<file path="src/rtl/serial_subtractor_if.sv">
// Handshake and operand/result bundle for the bit-serial subtractor.
interface serial_subtractor_if #(
  parameter int WIDTH = 8
);
  logic             start;
  logic [WIDTH-1:0] a;
  logic [WIDTH-1:0] b;
  logic             busy;
  logic             done;
  logic [WIDTH-1:0] diff;
  logic             borrow_out;
  logic             overflow;

  modport master (
    output start, a, b,
    input  busy, done, diff, borrow_out, overflow
  );

  modport slave (
    input  start, a, b,
    output busy, done, diff, borrow_out, overflow
  );
endinterface

</file>
<file path="src/rtl/serial_subtractor.sv">
// Bit-serial LSB-first subtractor: one full-subtractor cell and a borrow
// register process one operand bit per clock; result is published with done.
module serial_subtractor #(
  parameter int WIDTH = 8
) (
  input  logic                clk,
  input  logic                rst,
  serial_subtractor_if.slave  bus
);
  localparam int CW = (WIDTH > 2) ? $clog2(WIDTH) : 1;

  typedef enum logic [1:0] {
    IDLE  = 2'd0,
    SHIFT = 2'd1,
    DONE  = 2'd2
  } state_t;

  state_t           state;
  state_t           state_next;
  logic [WIDTH-1:0] a_sh;
  logic [WIDTH-1:0] b_sh;
  logic [WIDTH-2:0] r_sh;
  logic [WIDTH-1:0] r_cat;
  logic [CW-1:0]    count;
  logic             brw;
  logic             ai;
  logic             bi;
  logic             d;
  logic             brw_next;
  logic             last;

  // Full-subtractor cell on the current LSBs plus end-of-word detect
  always_comb begin
    ai       = a_sh[0];
    bi       = b_sh[0];
    d        = ai ^ bi ^ brw;
    brw_next = (~ai & bi) | (~(ai ^ bi) & brw);
    last     = (count == CW'(WIDTH - 1));
    r_cat    = {d, r_sh};
  end

  // State register
  always_ff @(posedge clk) begin
    if (rst) begin
      state <= IDLE;
    end else begin
      state <= state_next;
    end
  end

  // Next-state logic
  always_comb begin
    state_next = state;
    case (state)
      IDLE: begin
        if (bus.start) begin
          state_next = SHIFT;
        end else begin
          state_next = IDLE;
        end
      end
      SHIFT: begin
        if (last) begin
          state_next = DONE;
        end else begin
          state_next = SHIFT;
        end
      end
      DONE:    state_next = IDLE;
      default: state_next = IDLE;
    endcase
  end

  // Operand/result shifting and published outputs
  always_ff @(posedge clk) begin
    if (rst) begin
      a_sh           <= '0;
      b_sh           <= '0;
      r_sh           <= '0;
      count          <= '0;
      brw            <= 1'b0;
      bus.busy       <= 1'b0;
      bus.done       <= 1'b0;
      bus.diff       <= '0;
      bus.borrow_out <= 1'b0;
      bus.overflow   <= 1'b0;
    end else begin
      bus.busy <= (state_next == SHIFT);
      bus.done <= (state_next == DONE);
      case (state)
        IDLE: begin
          if (bus.start) begin
            a_sh  <= bus.a;
            b_sh  <= bus.b;
            brw   <= 1'b0;
            count <= '0;
          end
        end
        SHIFT: begin
          a_sh  <= a_sh >> 1;
          b_sh  <= b_sh >> 1;
          r_sh  <= r_cat[WIDTH-1:1];
          brw   <= brw_next;
          count <= count + CW'(1);
          // On the last bit ai/bi are the operand sign bits
          if (last) begin
            bus.diff       <= r_cat;
            bus.borrow_out <= brw_next;
            bus.overflow   <= (ai != bi) && (d != ai);
          end
        end
        DONE: begin
        end
        default: begin
        end
      endcase
    end
  end
endmodule

</file>
<file path="src/flat_wrapper.sv">
// flat-port wrapper written by rule: the top's interface ports become plain ports
module serial_subtractor_flat 
#(
  parameter int WIDTH = 8
)
  (clk, rst, bus_start, bus_a, bus_b, bus_busy, bus_done, bus_diff, bus_borrow_out, bus_overflow);
  serial_subtractor_if #(.WIDTH(WIDTH)) bus_i ();
  input  logic clk;
  input  logic rst;
  input wire logic [$bits(bus_i.start)-1:0] bus_start;
  input wire logic [$bits(bus_i.a)-1:0] bus_a;
  input wire logic [$bits(bus_i.b)-1:0] bus_b;
  output wire logic [$bits(bus_i.busy)-1:0] bus_busy;
  output wire logic [$bits(bus_i.done)-1:0] bus_done;
  output wire logic [$bits(bus_i.diff)-1:0] bus_diff;
  output wire logic [$bits(bus_i.borrow_out)-1:0] bus_borrow_out;
  output wire logic [$bits(bus_i.overflow)-1:0] bus_overflow;
  assign bus_i.start = bus_start;
  assign bus_i.a = bus_a;
  assign bus_i.b = bus_b;
  assign bus_busy = bus_i.busy;
  assign bus_done = bus_i.done;
  assign bus_diff = bus_i.diff;
  assign bus_borrow_out = bus_i.borrow_out;
  assign bus_overflow = bus_i.overflow;
  serial_subtractor #(.WIDTH(WIDTH)) u_core (.clk(clk), .rst(rst), .bus(bus_i));
endmodule
</file>
<file path="config.mk">
export PLATFORM = sky130hd
export DESIGN_NAME = serial_subtractor_flat
export DESIGN_NICKNAME = d
export VERILOG_FILES = /design/src/rtl/serial_subtractor_if.sv /design/src/rtl/serial_subtractor.sv /design/src/flat_wrapper.sv
export SDC_FILE = /design/constraint.sdc
export NUM_CORES = 1
export LEC_CHECK = 0
export ABC_AREA = 1
export ABC_CLOCK_PERIOD_IN_PS = 1800
export BUFFER_PORTS_ARGS = -buffer_cell sky130_fd_sc_hd__buf_2
export CORE_UTILIZATION = 30
export DETAILED_ROUTE_END_ITERATION = 7
export PLACE_DENSITY = 0.51
export RECOVER_POWER = 25
export REMOVE_ABC_BUFFERS = 1
export SLEW_MARGIN = 40
export SYNTH_ARGS = -nofsm -noshare
export SYNTH_HDL_FRONTEND = slang
export SYNTH_SLANG_ARGS = --single-unit
</file>
<file path="constraint.sdc">
create_clock -name clk -period 1.8 [get_ports clk]
set_input_delay 0.09 -clock clk [delete_from_list [all_inputs] [get_ports clk]]
set_output_delay 0.09 -clock clk [all_outputs]
set_load 0.005 [all_outputs]
</file>
**Yosys cells after proc, flatten, opt, wreduce, memory -nomap -nowiden**

Cells that the tools add are included.

- Add/subtract/negate cells: 1
- $mul: 0
- Divide/modulo/power cells: 0
- $lt $le $gt $ge: 0
- Equality and inequality tests: 7
- Shifts and indexed selects: 0
- Multiplexer cells: 11
- Bitwise logic cells: 7
- Reduce and logical (&&, ||, !) cells: 5

Operators by type and width:

| kind | count |
|---|---|
| $pmux W8 S2 | 2 |
| $mux W8 | 2 |
| $pmux W3 S2 | 1 |
| $eq A2 B1 Y1 const B | 2 |
| $pmux W2 S2 | 1 |
| $reduce_and A2 Y1 | 2 |
| $add A3 B1 Y3 const B | 1 |
| $eq A3 B3 Y1 const B | 1 |
| $mux W3 | 1 |
| $and A1 B1 Y1 | 2 |
| $eq A2 B2 Y1 const B | 1 |
| $logic_not A2 Y1 | 1 |
| $mux W1 | 2 |
| $mux W2 | 1 |
| $ne A1 B1 Y1 | 2 |
| $ne A2 B2 Y1 const B | 1 |
| $not A1 Y1 | 2 |
| $pmux W1 S2 | 1 |
| $reduce_bool A2 Y1 | 1 |
| $xor A1 B1 Y1 | 2 |
| $logic_and A1 B1 Y1 | 1 |
| $or A1 B1 Y1 | 1 |

- Register bits after elaboration: 41
- Bits in latches: 0
- RAM bits: 0
- Memory bits (read-only): 0
- Word-level logic and storage cells: 42
- Memories: 0

**Longest topological paths before layout**

Gate-level depths: netlist of run 1.

- Depth in word-level cells: 5
- Depth in mapped cells: 8
- Gate-level depth less buffers: 8

**Worst setup path after synthesis of run 1**

OpenSTA, ideal clock, no wires.

- Path type: register to register
- Start: register u_core.a_sh[0]
- End: register u_core.bus.overflow
- Library setup time: 109 ps
- Data arrival time: 1147 ps
- Path slack: 544 ps
- Stages on the path, launching flop included: 9
- Path buffers: 0
- Path through: dfxtp_1 -> inv_1 -> fa_1 -> inv_1 -> nand2_1 -> nand3_1 -> nand2_1 -> nand2_1 -> inv_1

- Cells in the longest elaborated chain, start to end: 4
- Elaborated cells on any way between the ends: 5
- Classes of those cells: eq/ne (2); bitwise (2); reduce/logical (1)

RTL lines:

| item | RTL line | RTL |
|---|---|---|
| start, declared | serial_subtractor.sv:20 | `logic [WIDTH-1:0] a_sh;` |
| start signal, assigned | serial_subtractor.sv:93 | `a_sh <= bus.a;` |
| start signal, assigned | serial_subtractor.sv:100 | `a_sh <= a_sh >> 1;` |
| $xor A1 B1 Y1 (2 in series) | serial_subtractor.sv:36 | `d = ai ^ bi ^ brw;` |
| $ne A1 B1 Y1 | serial_subtractor.sv:109 | `bus.overflow <= (ai != bi) && (d != ai);` |
| $logic_and A1 B1 Y1 * | serial_subtractor.sv:109 |  |
| end signal, assigned | serial_subtractor.sv:109 |  |
| end, declared | serial_subtractor_if.sv:21 | `output busy, done, diff, borrow_out, overflow` |

Every way passes the cells marked *; elsewhere a longest branch is shown, timed or not.
A chain may end at the register's enable or synchronous reset.

**Worst setup path after layout of run 1**

- Start: register u_core.count[0]
- End: register u_core.bus.diff[4]

- Cells in the longest elaborated chain, start to end: 2

RTL lines:

| item | RTL line | RTL |
|---|---|---|
| start, declared | serial_subtractor.sv:24 | `logic [CW-1:0] count;` |
| start signal, assigned | serial_subtractor.sv:104 | `count <= count + CW'(1);` |
| $eq A3 B3 Y1 | serial_subtractor.sv:38 | `last = (count == CW'(WIDTH - 1));` |
| $reduce_and A2 Y1 (no line) | n/a |  |
| end signal, assigned | serial_subtractor.sv:107 | `bus.diff <= r_cat;` |
| end, declared | serial_subtractor_if.sv:21 |  |

No other way between the ends.

==> results of run 1 <==
[layout make-up]
class,instances,share of cell area
Sequential cell,41,0.394
Multi-Input combinational cell,184,0.391
Timing Repair Buffer,35,0.0871
Inverter,24,0.0433
Tap cell,72,0.0433
Clock buffer,7,0.0415
[layer usage]
| metal | vias to the layer above | track usage | share of wire |
|---|---|---|---|
| met5 | - | 0 | 0 |
| li1 | 857 | - | - |
| met3 | 4 | 0.0343 | 0.033 |
| met4 | 0 | 0.0545 | 0.015 |
| met2 | 24 | 0.221 | 0.46 |
| met1 | 709 | 0.167 | 0.49 |
[worst reg2reg max path: cells and delay by family, from the launching register on]
family / cells / cell delay (ns)
adder cells (fa/ha/maj): 2 / 0.35
AND/OR/NAND/NOR: 4 / 0.73
flip-flops: 1 / 0.35
[layout by cell type, fill, tap and decap left out]
cell type and count:
nand2_1 87, nor2_1 46, dfxtp_1 41, buf_2 25
inv_1 21, nand3_1 21, a21oi_1 12, o21ai_0 8
clkbuf_8 6, clkbuf_1 6, buf_4 5, inv_2 3
ha_1 3, nand4_1 2, nand3_2 1, nor2_2 1
nand2_2 1, o21ai_4 1, fa_1 1
[power breakdown]
group          switching, W  total [W]  internal (W)  leakage, nW
Clock              0.000291   0.000595      0.000304       0.0443
Sequential        0.0000346   0.000995      0.000960        0.336
Combinational      0.000147   0.000242     0.0000947        0.625
Total              0.000473    0.00183       0.00136         1.01
[flip-flops by register name (all words and copies together), names as in the netlist]
name                   count
u_core.bus.done            1
u_core.bus.overflow        1
u_core.b_sh                8
u_core.state               2
u_core.r_sh                7
u_core.bus.diff            8
u_core.count               3
u_core.bus.borrow_out      1
u_core.bus.busy            1
u_core.a_sh                8
u_core.brw                 1
[cells by family (layout without fill, tap and decap cells)]
kind of cell / count (synthesis) / in the layout / share of synthesized area
AND/OR/NAND/NOR: 159 / 159 / 0.354
adder cells (fa/ha/maj): 4 / 4 / 0.0318
flip-flops: 41 / 41 / 0.454
AO/OA/AOI/OAI: 21 / 21 / 0.0644
buffers and inverters: 38 / 66 / 0.0962
[per-stage QoR]
stage	setup slack [ns]	hold slack (ns)	instance area, sq um	std cells
after CTS	0.284	0.0647	2090	363
after floorplan	0.329	0.159	1720	249
after global placement	0.316	0.374	2000	356
after global routing	0.174	0.0774	2080	363
after detailed placement	0.303	0.378	2000	356
final	0.315	0.0722	2080	363
[how the worst max path moves through the flow]
stage | start | end | slack (ns) | depth (start not counted)
3_3_place_gp | u_core.count[0]$_SDFFE_PP0P_ | u_core.bus.diff[4]$_SDFFE_PP0P_ | 0.32 | 6
2_1_floorplan | u_core.state[0]$_SDFF_PP0_ | u_core.bus.overflow$_SDFFE_PP0P_ | 0.33 | 5
3_5_place_dp | u_core.count[0]$_SDFFE_PP0P_ | u_core.bus.diff[4]$_SDFFE_PP0P_ | 0.30 | 6
6_report | u_core.count[0]$_SDFFE_PP0P_ | u_core.bus.diff[4]$_SDFFE_PP0P_ | 0.31 | 6
4_1_cts | u_core.count[0]$_SDFFE_PP0P_ | u_core.bus.diff[4]$_SDFFE_PP0P_ | 0.28 | 6
5_1_grt | u_core.count[0]$_SDFFE_PP0P_ | u_core.bus.diff[4]$_SDFFE_PP0P_ | 0.17 | 6
==> flow_summary.ini, run 1 <==
[synthesis]
synthFlopType = dfxtp_1
synth_top_cell_area_share = 0.454
synth_area_sq_um = 1810
synth.yosys.warnings = 0
post_synth_num_cell_types = 19
synth_common_cells = nand2_1, nor2_1, dfxtp_1
syn_inst = 263
synth_most_common_cell = nand2_1
synth_seq_cells = 41
ys_seq_area_frac = 0.454
netlist_top_cells_area = dfxtp_1, nand2_1, nor2_1
synth_edf_count = 0
synth_top_cell_by_area = dfxtp_1
synth.avg_cell_area_sq_um = 6.87
async_reset_ff_frac = 0

[timing]
slew_violations = 0
tightest_slew_ns = 0.469
max_freq_ghz = 0.673
final_hold_viol_count = 0
setup_viol = 0
slew_headroom = 0.687
tns_ns = 0
finalCritPeriodShare = 0.825
period_needed_ns = 1.49
rsz0062_at_grt = no
skew_ns = 0.00337

[job]
max-cap-violations = 0

[critical_path]
slowest_stage = dfxtp_1
critPathCaptureType = register
r2r-end = u_core.bus.diff[4]$_SDFFE_PP0P_
path_max_fanout = 12
required_ns = 2.03
crit_chain = ha_1, ha_1, nand3_2, nor2_2, nand2_1, nand2_1
ff2ff_path_depth = 6
critPathKind = register to register
critPathTopFamily = simple AND/OR/NAND/NOR gates
worst-path-buf-inv = 0
critPathMaxStageDelay_ns = 0.35
r2r_slack_ns = 0.31
critPathArrivalTime_ns = 1.72
start_kind = register
r2r_start = u_core.count[0]$_SDFFE_PP0P_

[drt]
avgViaCountPerCell = 4.39
first_pass_iters = 4
drc = 0
drtIter0Drc = 76
num_vias = 1594
wire_per_inst_um = 10.5
drt-total-wl_mm = 3.83
antenna_left = 0

[finish]
finalNetCount = 314
area_growth_pct = 15.2
multi_input_area_sq_um = 813
post-route-util = 0.369
drive_above_1_share = 0.148
antenna_cells = 0
ff_latch_area_sq_um = 821
nFillCells = 641

[hold_path]
hold_end = u_core.b_sh[7]$_SDFFE_PP0P_
min-delay-start = bus_b[7]
hold_depth = 3
worst_hold_path_type = input pin to register

[clocking]
cts_max_path_buffers = 2
numCtsBuffers = 5
post_cts_resized = 0
htreeDepth = 2
cts.sinks = 41
cts.clk_slew.worst_paths_ns = 0.07
cts_tree = built
clkLatencyLatePin_ns = 0.29
cts.hold.buffers_added = 0
cts_setup_buffers = 0
cts_root_buf = clkbuf_8

[pwr]
p_total_w = 0.00183
p_leak_nw = 1.01
peakVddDrop_uv = 319
power.density_nw_per_um2 = 880

[run_status]
status = complete, no violations

[floorplan]
coreArea_sq_um = 5640
fp.dieW_um = 79.6
initial_core_util = 0.320
fp-row-count = 27
io_pins = 31
die_h_um = 79.6
dieArea_sq_um = 6340

[global_route]
grt_pass1_wl_mm = 6.67
first_global_vias = 1508
grt_max_degree = 28
grt_overflow = 0
track_usage = 0.135
antenna_found_initial = 0

[placement]
dp_hpwl_mm = 2.57
place_congestion = 0.687
port_buffers = 30
(Power assumes the default switching activity.)
==> run 2, diff against run 1 <==
--- a/config.mk
+++ b/config.mk
@@ -6,7 +6,7 @@
 export NUM_CORES = 1
 export LEC_CHECK = 0
 export ABC_AREA = 1
-export ABC_CLOCK_PERIOD_IN_PS = 1800
+export ABC_CLOCK_PERIOD_IN_PS = 1500
 export BUFFER_PORTS_ARGS = -buffer_cell sky130_fd_sc_hd__buf_2
 export CORE_UTILIZATION = 30
 export DETAILED_ROUTE_END_ITERATION = 7
==> constraint.sdc (replaced) <==
create_clock -name clk -period 1.5 [get_ports clk]
set_input_delay 0.075 -clock clk [delete_from_list [all_inputs] [get_ports clk]]
set_output_delay 0.075 -clock clk [all_outputs]
set_load 0.005 [all_outputs]
==> run 2 against run 1 <==
Against the previous run:
- clock-buffer cell count stayed put
- cell area is 1.7% higher
- register-to-register slack worse by 0.17 ns
- sequential cell count stayed put
- power is 21% higher
- worst setup slack worse by 0.17 ns
- sequential power is 20% higher
- clock skew is 0.0036 ns higher
- via count is 2.2% higher
==> flow_summary.ini, run 2 (synthesis gave the netlist of run 1 again) <==
[finish]
largestRegisters = u_core.a_sh x8, u_core.b_sh x8, u_core.bus.diff x8
antenna_cells = 0
final_common_cell = nand2_1
final_cell_mix = nand2_1, nor2_1, dfxtp_1
ff_latch_area_sq_um = 821
nFillCells = 625
drive_above_1_share = 0.161
area_growth_pct = 17.2
multi_input_area_sq_um = 828
finalNetCount = 315
post-route-util = 0.375
fin_cells = 364

[run_status]
status = complete, no violations

[timing]
slew_headroom = 0.686
final_hold_viol_count = 0
max_freq_ghz = 0.739
setup_viol = 0
rsz0062_at_grt = no
finalCritPeriodShare = 0.902
hold_ws_ns = 0.0605
slew_violations = 0
skew_ns = 0.00697
tightest_slew_ns = 0.471
tns_ns = 0
period_needed_ns = 1.35

[placement]
dp_hpwl_mm = 2.57
place_congestion = 0.675
dp_cells = 357
port_buffers = 30

[critical_path]
critPathArrivalTime_ns = 1.55
path_common_cell = nand2_1
crit_chain = inv_1, fa_1, inv_2, nand2_1, nand3_1, nand2_1, nand2_1, inv_1
critPathKind = register to register
start_kind = register
path_max_fanout = 4
critPathMaxStageDelay_ns = 0.48
slowest_stage = fa_1
required_ns = 1.70
critPathCaptureType = register

[clocking]
htreeDepth = 2
cts_setup_buffers = 0
numCtsBuffers = 5
cts.clk_slew.worst_paths_ns = 0.08
cts_tree = built
cts.sinks = 41
cts_max_path_buffers = 2
cts_root_buf = clkbuf_8
clkLatencyLatePin_ns = 0.29

[drt]
antenna_left = 0
num_vias = 1629
first_pass_iters = 4
drt-total-wl_mm = 3.85
m1WireLength_mm = 1.90
routed-wl-met2_mm = 1.78
wire_per_inst_um = 10.6
dr.max_layer_used = met4
drtIter0Drc = 65
drc = 0
avgViaCountPerCell = 4.48
dr_wl_met3_um = 108

[global_route]
first_global_vias = 1449
grt_max_degree = 28
grt_overflow = 0
antenna_found_initial = 0
grt_pass1_wl_mm = 6.62
track_usage = 0.136

[pwr]
p_leak_nw = 1.02
peakVddDrop_uv = 407
power.density_nw_per_um2 = 1050

[floorplan]
initial_core_util = 0.320
fp-row-count = 27
coreArea_sq_um = 5640
dieArea_sq_um = 6340
io_pins = 31
die_h_um = 79.6
fp.dieW_um = 79.6

[job]
max-cap-violations = 0

[hold_path]
worst_hold_path_type = input pin to register
## run 2: timing repair
action	4_1_cts	5_1_grt
hold buffers	0	0
setup endpoints to repair	0	7
resized for setup	0	4
## run 2: through the flow
step / total power (W) / setup WS (ns) / area (sq um)
6_report: 0.00222 / 0.147 / 2120
5_1_grt: 0.00237 / 0.00592 / 2120
4_1_cts: 0.00225 / 0.118 / 2110
3_5_place_dp: 0.00152 / 0.133 / 2020
3_3_place_gp: 0.00152 / 0.130 / 2020
2_1_floorplan: 0.00141 / 0.0286 / 1720
## run 2: path summary, 6_finish.rpt
kind,slack (ns),cells after the start,endpoint,from
worst min-delay path,0.06,3,u_core.b_sh[7]$_SDFFE_PP0P_,bus_b[7]
worst max-delay path,0.15,8,u_core.bus.overflow$_SDFFE_PP0P_,u_core.a_sh[0]$_SDFFE_PP0P_
worst min register to register,0.46,2,u_core.a_sh[7]$_SDFFE_PP0P_,u_core.a_sh[7]$_SDFFE_PP0P_
worst max register to register,0.15,8,u_core.bus.overflow$_SDFFE_PP0P_,u_core.a_sh[0]$_SDFFE_PP0P_
## run 2: layout make-up
class	count	share of cell area
Tap cell	72	0.0425
Inverter	24	0.0425
Multi-Input combinational cell	184	0.391
Sequential cell	41	0.387
Clock buffer	7	0.0408
Timing Repair Buffer	36	0.0957
## run 2: critical path, delay by kind of cell, from the launching register on
family | cells | cell delay (ns)
simple gates | 4 | 0.23
fa+ha+maj | 1 | 0.48
buf+inv | 3 | 0.22
flops | 1 | 0.34
## run 2: per-layer routing
layer,vias up,track usage
met3,5,0.0343
met1,740,0.174
met5,-,0
met4,0,0.0491
met2,18,0.221
li1,866,-
## run 2: report_power, final
group,internal (W),total [W],switching (W),leakage (nW)
Clock,0.000365,0.000720,0.000355,0.0443
Sequential,0.00115,0.00119,0.0000413,0.336
Combinational,0.000120,0.000303,0.000182,0.637
